$ cat src/rtl/fpu_seq_pkg.sv
`default_nettype none
// ============================================================================
//  Module      : fpu_seq_pkg
//  Description : Shared types and constants for the FPU command sequencer.
//  Revision    : 1.0  initial release
// ============================================================================
package fpu_seq_pkg;

    localparam int E_W          = 7;
    localparam int M_W          = 15;
    localparam int DEF_START_TO = 8;
    localparam int DEF_DONE_TO  = 16;

    typedef enum logic [1:0] {
        LOAD1 = 2'b00,
        LOAD2 = 2'b01,
        ADD   = 2'b10,
        SUB   = 2'b11
    } op_t;

    typedef enum logic [1:0] {
        IDLE  = 2'd0,
        ISSUE = 2'd1,
        WAIT  = 2'd2,
        WRITE = 2'd3
    } state_t;

    function automatic int max_int(input int a, input int b);
        return (a > b) ? a : b;
    endfunction

endpackage
`default_nettype wire

$ cat src/rtl/fpu_watchdog.sv
`default_nettype none
// ============================================================================
//  Module      : fpu_watchdog
//  Description : Saturating per-state cycle counter with two selectable
//                limits; flags when the current state has used its budget.
//  Revision    : 1.0  initial release
// ============================================================================
module fpu_watchdog
    import fpu_seq_pkg::*;
#(
    parameter int START_TO = DEF_START_TO,
    parameter int DONE_TO  = DEF_DONE_TO
) (
    input  logic clk,
    input  logic reset,
    input  logic clear,
    input  logic sel_done,
    output logic timeout
);

    localparam int c_CNT_W = $clog2(max_int(START_TO, DONE_TO)) + 1;
    // Timeout fires in the last allowed cycle, so the exit edge is the one
    // on which the count would reach the limit.
    localparam logic [c_CNT_W-1:0] c_START_LAST = c_CNT_W'(START_TO - 1);
    localparam logic [c_CNT_W-1:0] c_DONE_LAST  = c_CNT_W'(DONE_TO - 1);

    logic [c_CNT_W-1:0] r_cnt;

    // Count cycles in the current state; restart on clear, hold at all-ones
    always_ff @(posedge clk) begin
        if (reset || clear) begin
            r_cnt <= '0;
        end else if (r_cnt != '1) begin
            r_cnt <= r_cnt + 1'b1;
        end
    end

    assign timeout = sel_done ? (r_cnt == c_DONE_LAST) : (r_cnt == c_START_LAST);

endmodule
`default_nettype wire

$ cat src/rtl/fpu_sequencer.sv
`default_nettype none
// ============================================================================
//  Module      : fpu_sequencer
//  Description : Command front-end for the FP adder/subtractor. Holds the
//                R1/R2 operands, issues add/sub strobes, tracks fpu_idle,
//                writes the result back into R1 and guards with a watchdog.
//  Revision    : 1.0  initial release
// ============================================================================
module fpu_sequencer
    import fpu_seq_pkg::*;
#(
    parameter int E_W      = fpu_seq_pkg::E_W,
    parameter int M_W      = fpu_seq_pkg::M_W,
    parameter int START_TO = DEF_START_TO,
    parameter int DONE_TO  = DEF_DONE_TO
) (
    input  logic           clk,
    input  logic           reset,
    input  logic           cmd_valid,
    output logic           cmd_ready,
    input  logic [1:0]     cmd_op,
    input  logic [E_W-1:0] cmd_e,
    input  logic [M_W-1:0] cmd_m,
    output logic           fpu_add,
    output logic           fpu_sub,
    output logic [E_W-1:0] fpu_r1_e,
    output logic [M_W-1:0] fpu_r1_m,
    output logic [E_W-1:0] fpu_r2_e,
    output logic [M_W-1:0] fpu_r2_m,
    input  logic [E_W-1:0] fpu_res_e,
    input  logic [M_W-1:0] fpu_res_m,
    input  logic           fpu_idle,
    output logic           res_valid,
    output logic [E_W-1:0] res_e,
    output logic [M_W-1:0] res_m,
    output logic           busy,
    output logic           err
);

    state_t         r_state;
    logic [E_W-1:0] r_r1_e;
    logic [M_W-1:0] r_r1_m;
    logic [E_W-1:0] r_r2_e;
    logic [M_W-1:0] r_r2_m;
    logic           w_timeout;
    logic           w_wd_clear;
    logic           w_wd_sel_done;

    assign cmd_ready = (r_state == IDLE);
    assign busy      = (r_state != IDLE);
    assign fpu_r1_e  = r_r1_e;
    assign fpu_r1_m  = r_r1_m;
    assign fpu_r2_e  = r_r2_e;
    assign fpu_r2_m  = r_r2_m;

    // The counter is held at zero outside the watched states, so entering
    // ISSUE starts from zero; leaving ISSUE clears it again for WAIT.
    assign w_wd_clear    = (r_state == IDLE) || (r_state == WRITE) ||
                           ((r_state == ISSUE) && !fpu_idle);
    assign w_wd_sel_done = (r_state == WAIT);

    fpu_watchdog #(
        .START_TO (START_TO),
        .DONE_TO  (DONE_TO)
    ) u_watchdog (
        .clk      (clk),
        .reset    (reset),
        .clear    (w_wd_clear),
        .sel_done (w_wd_sel_done),
        .timeout  (w_timeout)
    );

    // Command FSM with operand/result registers and registered FPU strobes
    always_ff @(posedge clk) begin
        if (reset) begin
            r_state   <= IDLE;
            r_r1_e    <= '0;
            r_r1_m    <= '0;
            r_r2_e    <= '0;
            r_r2_m    <= '0;
            fpu_add   <= 1'b0;
            fpu_sub   <= 1'b0;
            res_valid <= 1'b0;
            res_e     <= '0;
            res_m     <= '0;
            err       <= 1'b0;
        end else begin
            case (r_state)
                IDLE: begin
                    if (cmd_valid) begin
                        case (op_t'(cmd_op))
                            LOAD1: begin
                                r_r1_e <= cmd_e;
                                r_r1_m <= cmd_m;
                            end
                            LOAD2: begin
                                r_r2_e <= cmd_e;
                                r_r2_m <= cmd_m;
                            end
                            ADD: begin
                                fpu_add <= 1'b1;
                                r_state <= ISSUE;
                            end
                            SUB: begin
                                fpu_sub <= 1'b1;
                                r_state <= ISSUE;
                            end
                            default: ;
                        endcase
                    end
                end
                ISSUE: begin
                    // Drop the strobe as soon as the FPU is seen busy so it is
                    // already low when the FPU returns to idle.
                    if (!fpu_idle) begin
                        fpu_add <= 1'b0;
                        fpu_sub <= 1'b0;
                        r_state <= WAIT;
                    end else if (w_timeout) begin
                        fpu_add <= 1'b0;
                        fpu_sub <= 1'b0;
                        err     <= 1'b1;
                        r_state <= IDLE;
                    end
                end
                WAIT: begin
                    if (fpu_idle) begin
                        r_r1_e    <= fpu_res_e;
                        r_r1_m    <= fpu_res_m;
                        res_e     <= fpu_res_e;
                        res_m     <= fpu_res_m;
                        res_valid <= 1'b1;
                        r_state   <= WRITE;
                    end else if (w_timeout) begin
                        err     <= 1'b1;
                        r_state <= IDLE;
                    end
                end
                WRITE: begin
                    res_valid <= 1'b0;
                    r_state   <= IDLE;
                end
                default: r_state <= IDLE;
            endcase
        end
    end

endmodule
`default_nettype wire

$ cat config.mk
export PLATFORM = sky130hd
export DESIGN_NAME = fpu_sequencer
export DESIGN_NICKNAME = d
export VERILOG_FILES = /design/src/rtl/fpu_seq_pkg.sv /design/src/rtl/fpu_watchdog.sv /design/src/rtl/fpu_sequencer.sv
export SDC_FILE = /design/constraint.sdc
export NUM_CORES = 1
export LEC_CHECK = 0
export ABC_AREA = 1
export CAP_MARGIN = 20
export CORE_MARGIN = 5
export CORE_UTILIZATION = 62
export DETAILED_ROUTE_END_ITERATION = 16
export DONT_BUFFER_PORTS = 1
export PLACE_DENSITY = 0.81
export SYNTH_ARGS = -nofsm -noshare
export SYNTH_HDL_FRONTEND = slang
export SYNTH_SLANG_ARGS = --single-unit
$ cat constraint.sdc
create_clock -name clk -period 2 [get_ports clk]
set_input_delay 0.4 -clock clk [delete_from_list [all_inputs] [get_ports clk]]
set_output_delay 0.4 -clock clk [all_outputs]
set_load 0.02 [all_outputs]
### Word level (Yosys, flattened, before mapping)

Cells that the tools add are included.

| word-level totals | value |
|---|---|
| register bits | 77 |
| input port bits | 50 |
| output and inout bits | 72 |
| logic and storage cells | 81 |

| cells by class | value |
|---|---|
| add/subtract/negate cells | 1 |
| equality and inequality tests | 18 |
| mux-type cells | 29 |
| reductions and logical operators | 21 |

Operators with widths:

| kind | count |
|---|---|
| $mux W15 | 3 |
| $pmux W15 S2 | 1 |
| $mux W7 | 3 |
| $pmux W7 S2 | 1 |
| $reduce_and A4 Y1 | 3 |
| $mux W1 | 11 |
| $mux W2 | 5 |
| $ne A2 B2 Y1 const B | 5 |
| $reduce_bool A2 Y1 | 5 |
| $eq A2 B2 Y1 const B | 4 |
| $pmux W1 S2 | 4 |
| $pmux W2 S4 | 1 |
| $ne A2 B1 Y1 const B | 3 |
| $reduce_and A2 Y1 | 3 |
| $reduce_and A3 Y1 | 2 |
| $add A5 B1 Y5 const B | 1 |
| $eq A5 B3 Y1 const B | 1 |
| $eq A5 B4 Y1 const B | 1 |
| $ne A5 B5 Y1 const B | 1 |
| $eq A2 B1 Y1 const B | 2 |
| $logic_not A2 Y1 | 2 |
| $logic_or A1 B1 Y1 | 3 |
| $ne A3 B2 Y1 const B | 1 |
| $reduce_or A2 Y1 | 1 |
| 2 further kinds | 2 |

### Depth between registers and ports, before layout

Gate-level depths: netlist (run 1).

| depth | value |
|---|---|
| word-level depth | 5 |
| depth in mapped cells | 12 |
| mapped depth without buffers | 11 |

### Hierarchy

Synthesis (run 1) repeated with hierarchy kept, for this count alone.

| unflattened totals | value |
|---|---|
| cells, all modules | 491 |
| area total of the unflattened synthesis | 3430.8 µm² |

By module, submodules not included:

| module | times used | cells each | area each (µm²) | seq. area each (µm²) |
|---|---|---|---|---|
| fpu_sequencer | 1 | 457 | 3179.3 | 1441.4 |
| fpu_watchdog | 1 | 34 | 251.5 | 100.1 |

### Worst setup path before layout (run 1)

Ideal clock, no wire load.

| timing path | value |
|---|---|
| path kind | reg2reg |
| start | register r_state[0] |
| end | register r_r1_e[0], in the netlist fpu_r1_e[0] |
| library setup time | 0.115 ns |
| data arrival time | 1.518 ns |
| data required time | 1.885 ns |
| path slack | 0.367 ns |
| cell stages (with the launch flop) | 10 |
| path buffers | 2 |
| clock period less this slack | 1.633 ns |
| cell sequence | dfxtp_1 > inv_1 > ha_1 > buf_4 > inv_2 > o21ai_2 > inv_2 > buf_2 > a21oi_1 > nor2_1 |

| between the ends | value |
|---|---|
| word-level cells in the longest chain between the ends | 3 |
| elaborated cells between the ends (all ways) | 8 |
| classes of those cells | eq/ne: 4; mux: 1; reduce/logical: 3 |

RTL lines:

| item | RTL line | RTL |
|---|---|---|
| from (decl) | fpu_sequencer.sv:40 | `state_t r_state;` |
| from (signal assigned) | fpu_sequencer.sv:76 | `r_state <= IDLE;` |
| from (signal assigned) | fpu_sequencer.sv:102 | `r_state <= ISSUE;` |
| from (signal assigned) | fpu_sequencer.sv:106 | `r_state <= ISSUE;` |
| $logic_not A2 Y1 * | n/a |  |
| via cmd_ready | fpu_sequencer.sv:20 | `output logic cmd_ready,` |
| $ne A2 B1 Y1 (no source line) (tied with other cells) | n/a |  |
| $reduce_and A4 Y1 (no source line) | n/a |  |
| to (signal assigned) | fpu_sequencer.sv:93 | `r_r1_e <= cmd_e;` |
| to (signal assigned) | fpu_sequencer.sv:128 | `r_r1_e <= fpu_res_e;` |
| to (decl) | fpu_sequencer.sv:41 | `logic [E_W-1:0] r_r1_e;` |

Mark *: on every way through the listed nets, which the timed path passes. The rest lies on a longest branch.
A chain may end at the register's enable or synchronous reset.

### Worst setup path in the final report (run 1)

| timing path | value |
|---|---|
| start | register r_state[0] |
| end | register r_r2_m[10], in the netlist fpu_r2_m[10] |

| between the ends | value |
|---|---|
| word-level cells in the longest chain between the ends | 2 |

RTL lines:

| item | RTL line | RTL |
|---|---|---|
| $logic_not A2 Y1 | fpu_sequencer.sv:88 | `case (r_state)` |
| $reduce_and A3 Y1 (no source line) | n/a |  |
| to (signal assigned) | fpu_sequencer.sv:98 | `r_r2_m <= cmd_m;` |
| to (decl) | fpu_sequencer.sv:44 | `logic [M_W-1:0] r_r2_m;` |

No other way between the ends.

==> run_summary.xml, run 1 <==
<?xml version="1.0" encoding="UTF-8"?>
<metrics>
  <group name="synthesis">
    <metric name="netlist_instances" unit="">459</metric>
    <metric name="async_reset_ff_share" unit="%">0</metric>
    <metric name="netlist_area_before_placement" unit="um2">3300</metric>
    <metric name="synth_sequential_area_ratio" unit="%">46.7</metric>
    <metric name="synth-warning-count" unit="">0</metric>
    <metric name="synthTopCellsByArea" unit="">sky130_fd_sc_hd__dfxtp_1 47%, sky130_fd_sc_hd__nor2_1 14%, sky130_fd_sc_hd__nand2_1 10%</metric>
    <metric name="synth_area_leader_cell" unit="">sky130_fd_sc_hd__dfxtp_1</metric>
    <metric name="synth.distinct_cells" unit="">23</metric>
    <metric name="mapped_nets" unit="">515</metric>
    <metric name="synth-edff-count" unit="">0</metric>
    <metric name="ys_top_cells_by_count" unit="">121 x sky130_fd_sc_hd__nor2_1, 90 x sky130_fd_sc_hd__nand2_1, 77 x sky130_fd_sc_hd__dfxtp_1</metric>
    <metric name="postSynth.topFlopCell" unit="">sky130_fd_sc_hd__dfxtp_1</metric>
    <metric name="synthDominantCellAreaShare" unit="%">46.7</metric>
    <metric name="cell_with_the_most_instances_after_synthesis" unit="">sky130_fd_sc_hd__nor2_1</metric>
    <metric name="synth_area_per_cell" unit="um2">7.19</metric>
    <metric name="yosys_register_bits" unit="">77</metric>
  </group>
  <group name="status">
    <metric name="outcome" unit="">complete, no violations</metric>
  </group>
  <group name="global_routing">
    <metric name="grt_antenna_before_repair" unit="">0</metric>
    <metric name="grt-ovfl-total" unit="">0</metric>
    <metric name="grt_start_max_net_pins" unit="">45</metric>
    <metric name="gr-usage-all-layers" unit="%">24.9</metric>
    <metric name="grt_pass1_vias" unit="">2791</metric>
    <metric name="grt_pass1_wl" unit="mm">14.1</metric>
  </group>
  <group name="clock_network">
    <metric name="clkSlewWorstSetupHoldPaths" unit="ps">70</metric>
    <metric name="cts_root_buffer" unit="">sky130_fd_sc_hd__clkbuf_8</metric>
    <metric name="clkLatencyLatePin" unit="ps">340</metric>
    <metric name="buffer_count_from_post_cts_setup_fixing" unit="">0</metric>
    <metric name="cts_hold_buffers" unit="">0</metric>
    <metric name="cts_htree_levels" unit="">3</metric>
    <metric name="cts_made_buffers" unit="">9</metric>
    <metric name="cts.sink_count" unit="">77</metric>
    <metric name="resized_after_cts" unit="">0</metric>
    <metric name="cts_tree" unit="">built</metric>
    <metric name="ctsLongestPathBuffers" unit="">2</metric>
  </group>
  <group name="sta">
    <metric name="worst_slew_margin_rel" unit="%">47.2</metric>
    <metric name="slew_viol_final" unit="">0</metric>
    <metric name="setup_total_negative_slack" unit="ps">0</metric>
    <metric name="final.period_utilization" unit="%">91.7</metric>
    <metric name="final_hold_viol_count" unit="">0</metric>
    <metric name="post-route-min-period" unit="ps">1830</metric>
    <metric name="fmax" unit="MHz">545</metric>
    <metric name="timing.final.setup_violations" unit="">0</metric>
    <metric name="fin_worst_skew" unit="ps">4.73</metric>
    <metric name="grt_setup_unrepaired" unit="">false</metric>
    <metric name="worst_slew_pin_slew" unit="ps">791</metric>
  </group>
  <group name="cells_and_area">
    <metric name="n_antenna_cell" unit="">0</metric>
    <metric name="nNetsFinal" unit="">508</metric>
    <metric name="layout.cells.non_filler" unit="">525</metric>
    <metric name="post_route_cells_drive_above_1_share" unit="%">6.15</metric>
    <metric name="flow.area_growth_from_synthesis" unit="%">5.84</metric>
  </group>
  <group name="worst_setup_path">
    <metric name="critical_path_peak_fanout" unit="">22</metric>
    <metric name="path_class" unit="">register to register</metric>
    <metric name="critical_path.endpoint_type" unit="">register</metric>
    <metric name="timing.critical_path.from_type" unit="">register</metric>
    <metric name="worst-endpoint-arrival" unit="ps">2110</metric>
    <metric name="worst-endpoint-required" unit="ps">2280</metric>
    <metric name="worst_setup_path_startpoint" unit="">r_state[0]</metric>
    <metric name="worst_r2r_startpoint" unit="">r_state[0]</metric>
  </group>
  <group name="min_path">
    <metric name="timing.hold.worst.class" unit="">input port to register</metric>
    <metric name="hold_path_startpoint" unit="">reset</metric>
  </group>
  <group name="die">
    <metric name="horiz_die_dim" unit="um">83.0</metric>
    <metric name="row_count" unit="">26</metric>
    <metric name="initial_utilization" unit="%">64.2</metric>
    <metric name="pin_count" unit="">122</metric>
    <metric name="die_area" unit="um2">6880</metric>
    <metric name="placeableCoreArea" unit="um2">5140</metric>
    <metric name="chipHeight" unit="um">83.0</metric>
  </group>
  <group name="power">
    <metric name="max_ir_drop_vdd" unit="uV">571</metric>
    <metric name="cellPowerDensity" unit="nW/um2">997</metric>
    <metric name="power_leakage" unit="uW">0.00142</metric>
  </group>
  <group name="placement">
    <metric name="dp.cells" unit="">511</metric>
    <metric name="dp.final_hpwl" unit="mm">6.16</metric>
    <metric name="buffer_ports.inserted" unit="">0</metric>
    <metric name="placer_congestion_estimate" unit="">0.900</metric>
  </group>
  <group name="detailed_routing">
    <metric name="route.detailed.drc" unit="">0</metric>
    <metric name="num_vias" unit="">3046</metric>
    <metric name="postRouteAntennaNets" unit="">0</metric>
    <metric name="drt-pass1-iter-count" unit="">4</metric>
    <metric name="viasPerCell" unit="">5.80</metric>
    <metric name="dr.first_iter.drc_count" unit="">174</metric>
    <metric name="routedWlPerCell" unit="um">16.3</metric>
    <metric name="drt-total-wl" unit="mm">8.57</metric>
  </group>
  <group name="job">
    <metric name="cap_viol_max_count" unit="">0</metric>
  </group>
</metrics>
==> report_power, final <==
part,switching (uW),internal (uW),leakage [uW]
clock,513,596,0.0000923
combinational,348,187,0.000703
sequential,199,1640,0.000626
==> cell families (layout without fill, tap and decap cells) <==
logic type | count (synthesis) | after routing | share of synthesized area, %
simple gates | 244 | 244 | 29.9
compound gates | 83 | 83 | 13.2
flops | 77 | 77 | 46.7
buf+inv | 49 | 45 | 7.88
fa+ha+maj | 6 | 6 | 2.27
==> per-layer routing <==
metal	wire length (um)	vias to the layer above	GRT usage (%)
met3	1070	19	10.7
met5	0	-	0
met4	155	0	9.36
met2	4060	166	40.7
met1	3280	1388	28.8
li1	-	1473	-
==> critical path, cell delays in order, from the launching register on <==
cell and delay [ps]:
sky130_fd_sc_hd__dfxtp_1 360, sky130_fd_sc_hd__inv_1 90, sky130_fd_sc_hd__ha_1 340, sky130_fd_sc_hd__nand4_1 160, sky130_fd_sc_hd__inv_1 580, sky130_fd_sc_hd__nor2_1 100
sky130_fd_sc_hd__nor2_1 130
==> worst paths after layout <==
check                                     to  slack, ps  cells past startpoint
worst max-delay path            fpu_r2_m[10]        170                      6
worst min-delay path              r_state[0]        120                      1
worst max register to register  fpu_r2_m[10]        170                      6
worst min register to register    r_state[1]        500                      2
==> cell type report <==
cell class / instances / area [um2]
fillers: 478 / 1650
flip-flops and latches: 77 / 1540
multi-input cells: 333 / 1500
clock buffers: 12 / 145
repair buffers: 11 / 108
well taps: 70 / 87.6
inverters: 20 / 77.6
clock inverters: 2 / 35.0
==> state kept, by name (all words and copies together), names as in the netlist <==
| name | count |
|---|---|
| fpu_r1_m | 15 |
| fpu_r2_m | 15 |
| res_m | 15 |
| fpu_r1_e | 7 |
| fpu_r2_e | 7 |
| res_e | 7 |
| u_watchdog.r_cnt | 5 |
| r_state | 2 |
| err | 1 |
| fpu_add | 1 |
| fpu_sub | 1 |
| res_valid | 1 |
==> metrics by stage <==
stage	total power (uW)	area, um2	setup slack, ps	utilization [%]	hold WS, ps
after detailed placement	2410	3310	172	64.5	472
final	3480	3490	165	68.0	116
after floorplan	2300	3300	367	-	453
after global routing	3660	3490	16.5	68.0	106
after CTS	3500	3490	159	68.0	103
after global placement	2380	3310	275	64.5	467
==> cells in the final DEF (no fill, tap or decap) <==
cell and instances:
sky130_fd_sc_hd__inv_1 16, sky130_fd_sc_hd__ha_1 6, sky130_fd_sc_hd__buf_12 2, sky130_fd_sc_hd__o21ai_2 1
sky130_fd_sc_hd__clkbuf_1 2, sky130_fd_sc_hd__o21ai_4 1, sky130_fd_sc_hd__clkbuf_8 10, sky130_fd_sc_hd__a21oi_1 29
sky130_fd_sc_hd__o21bai_1 1, sky130_fd_sc_hd__inv_4 1, sky130_fd_sc_hd__nand4_1 25, sky130_fd_sc_hd__inv_2 2
sky130_fd_sc_hd__clkinv_2 1, sky130_fd_sc_hd__nor2_1 121, sky130_fd_sc_hd__o21ai_1 1, sky130_fd_sc_hd__o21ai_0 48
sky130_fd_sc_hd__nand3_1 5, sky130_fd_sc_hd__nor3_1 3, sky130_fd_sc_hd__bufinv_16 1, sky130_fd_sc_hd__buf_4 9
sky130_fd_sc_hd__nand2_1 90, sky130_fd_sc_hd__o22ai_1 1, sky130_fd_sc_hd__o211ai_1 1, sky130_fd_sc_hd__dfxtp_1 77
sky130_fd_sc_hd__clkinv_1 1
No activity file was read; power rests on OpenSTA's default activity.
==> run 2, diff against run 1 <==
SETUP_SLACK_MARGIN = 0.4   (was default)
==> run_summary.xml, run 2 (synthesized netlist as in run 1, its figures left out) <==
<?xml version="1.0" encoding="UTF-8"?>
<metrics>
  <group name="detailed_routing">
    <metric name="routedWlPerCell" unit="um">16.9</metric>
    <metric name="drt-pass1-iter-count" unit="">4</metric>
    <metric name="route.detailed.drc" unit="">0</metric>
    <metric name="postRouteAntennaNets" unit="">0</metric>
    <metric name="dr.first_iter.drc_count" unit="">263</metric>
    <metric name="num_vias" unit="">3057</metric>
    <metric name="drt-total-wl" unit="mm">9.02</metric>
    <metric name="viasPerCell" unit="">5.74</metric>
  </group>
  <group name="global_routing">
    <metric name="grt_antenna_before_repair" unit="">0</metric>
    <metric name="grt_pass1_wl" unit="mm">14.2</metric>
    <metric name="gr-usage-all-layers" unit="%">24.9</metric>
    <metric name="grt-ovfl-total" unit="">0</metric>
    <metric name="grt_pass1_vias" unit="">2834</metric>
    <metric name="grt_start_max_net_pins" unit="">45</metric>
  </group>
  <group name="sta">
    <metric name="grt_setup_unrepaired" unit="">true</metric>
    <metric name="slew_viol_final" unit="">0</metric>
    <metric name="fin_worst_hold_slack" unit="ps">116</metric>
    <metric name="timing.final.setup_violations" unit="">0</metric>
    <metric name="worst_slew_margin_rel" unit="%">73.3</metric>
    <metric name="setup_total_negative_slack" unit="ps">0</metric>
    <metric name="fin_worst_skew" unit="ps">10.8</metric>
    <metric name="final_hold_viol_count" unit="">0</metric>
    <metric name="final.period_utilization" unit="%">77.6</metric>
    <metric name="worst_slew_pin_slew" unit="ps">401</metric>
    <metric name="post-route-min-period" unit="ps">1550</metric>
    <metric name="fmax" unit="MHz">644</metric>
  </group>
  <group name="placement">
    <metric name="dpl-instance-area" unit="um2">3330</metric>
    <metric name="placer_congestion_estimate" unit="">0.859</metric>
    <metric name="dp.final_hpwl" unit="mm">6.04</metric>
    <metric name="buffer_ports.inserted" unit="">0</metric>
  </group>
  <group name="worst_setup_path">
    <metric name="critical_path_peak_fanout" unit="">22</metric>
    <metric name="worst-endpoint-arrival" unit="ps">1780</metric>
    <metric name="cpPeakStageDelay" unit="ps">370</metric>
    <metric name="reg2reg_slack" unit="ps">450</metric>
    <metric name="path_class" unit="">register to register</metric>
    <metric name="critical_path.endpoint_type" unit="">register</metric>
    <metric name="crit_family" unit="">flip-flops</metric>
    <metric name="worst_setup_path_startpoint" unit="">r_state[0]</metric>
    <metric name="endpoint" unit="">fpu_r1_m[8]</metric>
    <metric name="worst-endpoint-required" unit="ps">2230</metric>
    <metric name="crit_path_top_delay_cell" unit="">sky130_fd_sc_hd__dfxtp_4</metric>
    <metric name="reg2regPathDepth" unit="">8</metric>
    <metric name="cell_chain_critical_path" unit="">inv_4 &gt; ha_4 &gt; nand3_1 &gt; o21ai_4 &gt; clkbuf_16 &gt; nand4_1 &gt; nand2_1 &gt; nor2_1</metric>
    <metric name="rr_endpoint" unit="">fpu_r1_m[8]</metric>
    <metric name="worst_r2r_startpoint" unit="">r_state[0]</metric>
    <metric name="timing.critical_path.from_type" unit="">register</metric>
    <metric name="critical_path_buf_inv_count" unit="">2</metric>
    <metric name="worst-path-stages" unit="">8</metric>
  </group>
  <group name="die">
    <metric name="pin_count" unit="">122</metric>
    <metric name="placeableCoreArea" unit="um2">5140</metric>
    <metric name="initial_utilization" unit="%">64.2</metric>
    <metric name="horiz_die_dim" unit="um">83.0</metric>
    <metric name="row_count" unit="">26</metric>
    <metric name="chipHeight" unit="um">83.0</metric>
    <metric name="die_area" unit="um2">6880</metric>
  </group>
  <group name="clock_network">
    <metric name="clkLatencyLatePin" unit="ps">340</metric>
    <metric name="cts.sink_count" unit="">77</metric>
    <metric name="cts_root_buffer" unit="">sky130_fd_sc_hd__clkbuf_8</metric>
    <metric name="cts_tree" unit="">built</metric>
    <metric name="cts_hold_buffers" unit="">0</metric>
    <metric name="cts_htree_levels" unit="">3</metric>
    <metric name="clkSlewWorstSetupHoldPaths" unit="ps">70</metric>
    <metric name="cts_made_buffers" unit="">9</metric>
    <metric name="ctsLongestPathBuffers" unit="">2</metric>
  </group>
  <group name="job">
    <metric name="cap_viol_max_count" unit="">0</metric>
  </group>
  <group name="cells_and_area">
    <metric name="post_route_cells_drive_above_1_share" unit="%">10.8</metric>
    <metric name="fin_area" unit="um2">3670</metric>
    <metric name="final_common_cell" unit="">sky130_fd_sc_hd__nor2_1</metric>
    <metric name="flow.area_growth_from_synthesis" unit="%">11.1</metric>
    <metric name="n_antenna_cell" unit="">0</metric>
    <metric name="nNetsFinal" unit="">514</metric>
    <metric name="mostFrequentLayoutCells" unit="">120 x sky130_fd_sc_hd__nor2_1, 89 x sky130_fd_sc_hd__nand2_1, 75 x sky130_fd_sc_hd__dfxtp_1</metric>
    <metric name="finish.utilization" unit="%">71.4</metric>
  </group>
  <group name="status">
    <metric name="outcome" unit="">complete, no violations</metric>
  </group>
  <group name="power">
    <metric name="max_ir_drop_vdd" unit="uV">558</metric>
    <metric name="cellPowerDensity" unit="nW/um2">983</metric>
    <metric name="power_leakage" unit="uW">0.00148</metric>
  </group>
  <group name="min_path">
    <metric name="timing.hold.worst.class" unit="">input port to register</metric>
  </group>
</metrics>
run 2: cell types whose count changed in the layout (fill, tap and decap cells not counted), moves of 3 or more:
cell                        change
sky130_fd_sc_hd__clkbuf_16      +3
sky130_fd_sc_hd__ha_1           -3
sky130_fd_sc_hd__a21oi_1        -6
sky130_fd_sc_hd__a21oi_2        +6
run 2: power breakdown:
group / switching, uW / leakage (uW) / total, uW / internal, uW
clock network: 548 / 0.0000943 / 1130 / 577
logic: 392 / 0.000754 / 639 / 247
registers: 202 / 0.000627 / 1840 / 1640
run 2: per-layer routing:
layer	up-vias	GRT usage [%]	routed length, um
met4	0	9.96	155
li1	1491	-	-
met1	1397	30.5	3560
met3	16	9.31	985
met2	153	39.6	4320
met5	-	0	0
run 2: worst min path at each step:
stage                        start                  end  cells past startpoint
6_report                     reset           r_state[0]                      1
5_1_grt                      reset           r_state[0]                      1
4_1_cts                      reset           r_state[0]                      1
3_5_place_dp                 reset           r_state[0]                      1
3_3_place_gp   u_watchdog.r_cnt[4]  u_watchdog.r_cnt[4]                      2
2_1_floorplan  u_watchdog.r_cnt[4]  u_watchdog.r_cnt[4]                      2
run 2: layout make-up:
type	instances	area, um2
Tap cell	70	87.6
Inverter	20	85.1
Multi-Input combinational cell	333	1570
Clock inverter	4	48.8
Fill cell	474	1470
Timing Repair Buffer	17	201
Clock buffer	12	135
Sequential cell	77	1550
run 2: per-stage QoR:
| stage | std cells | worst slack [ps] | power [uW] |
|---|---|---|---|
| finish | 533 | 447 | 3610 |
| global route | 533 | 349 | 3800 |
| CTS | 530 | 430 | 3540 |
| detailed placement | 513 | 267 | 2400 |
| global placement | 513 | 357 | 2380 |
| floorplan | 459 | 425 | 2300 |
run 2: what timing repair did:
action | 4_1_cts | 5_1_grt
resized for setup | 7 | 16
setup buffers | 1 | 0
pin swaps | 1 | 3
cloned | 0 | 3
endpoints found under the setup margin | 33 | 26
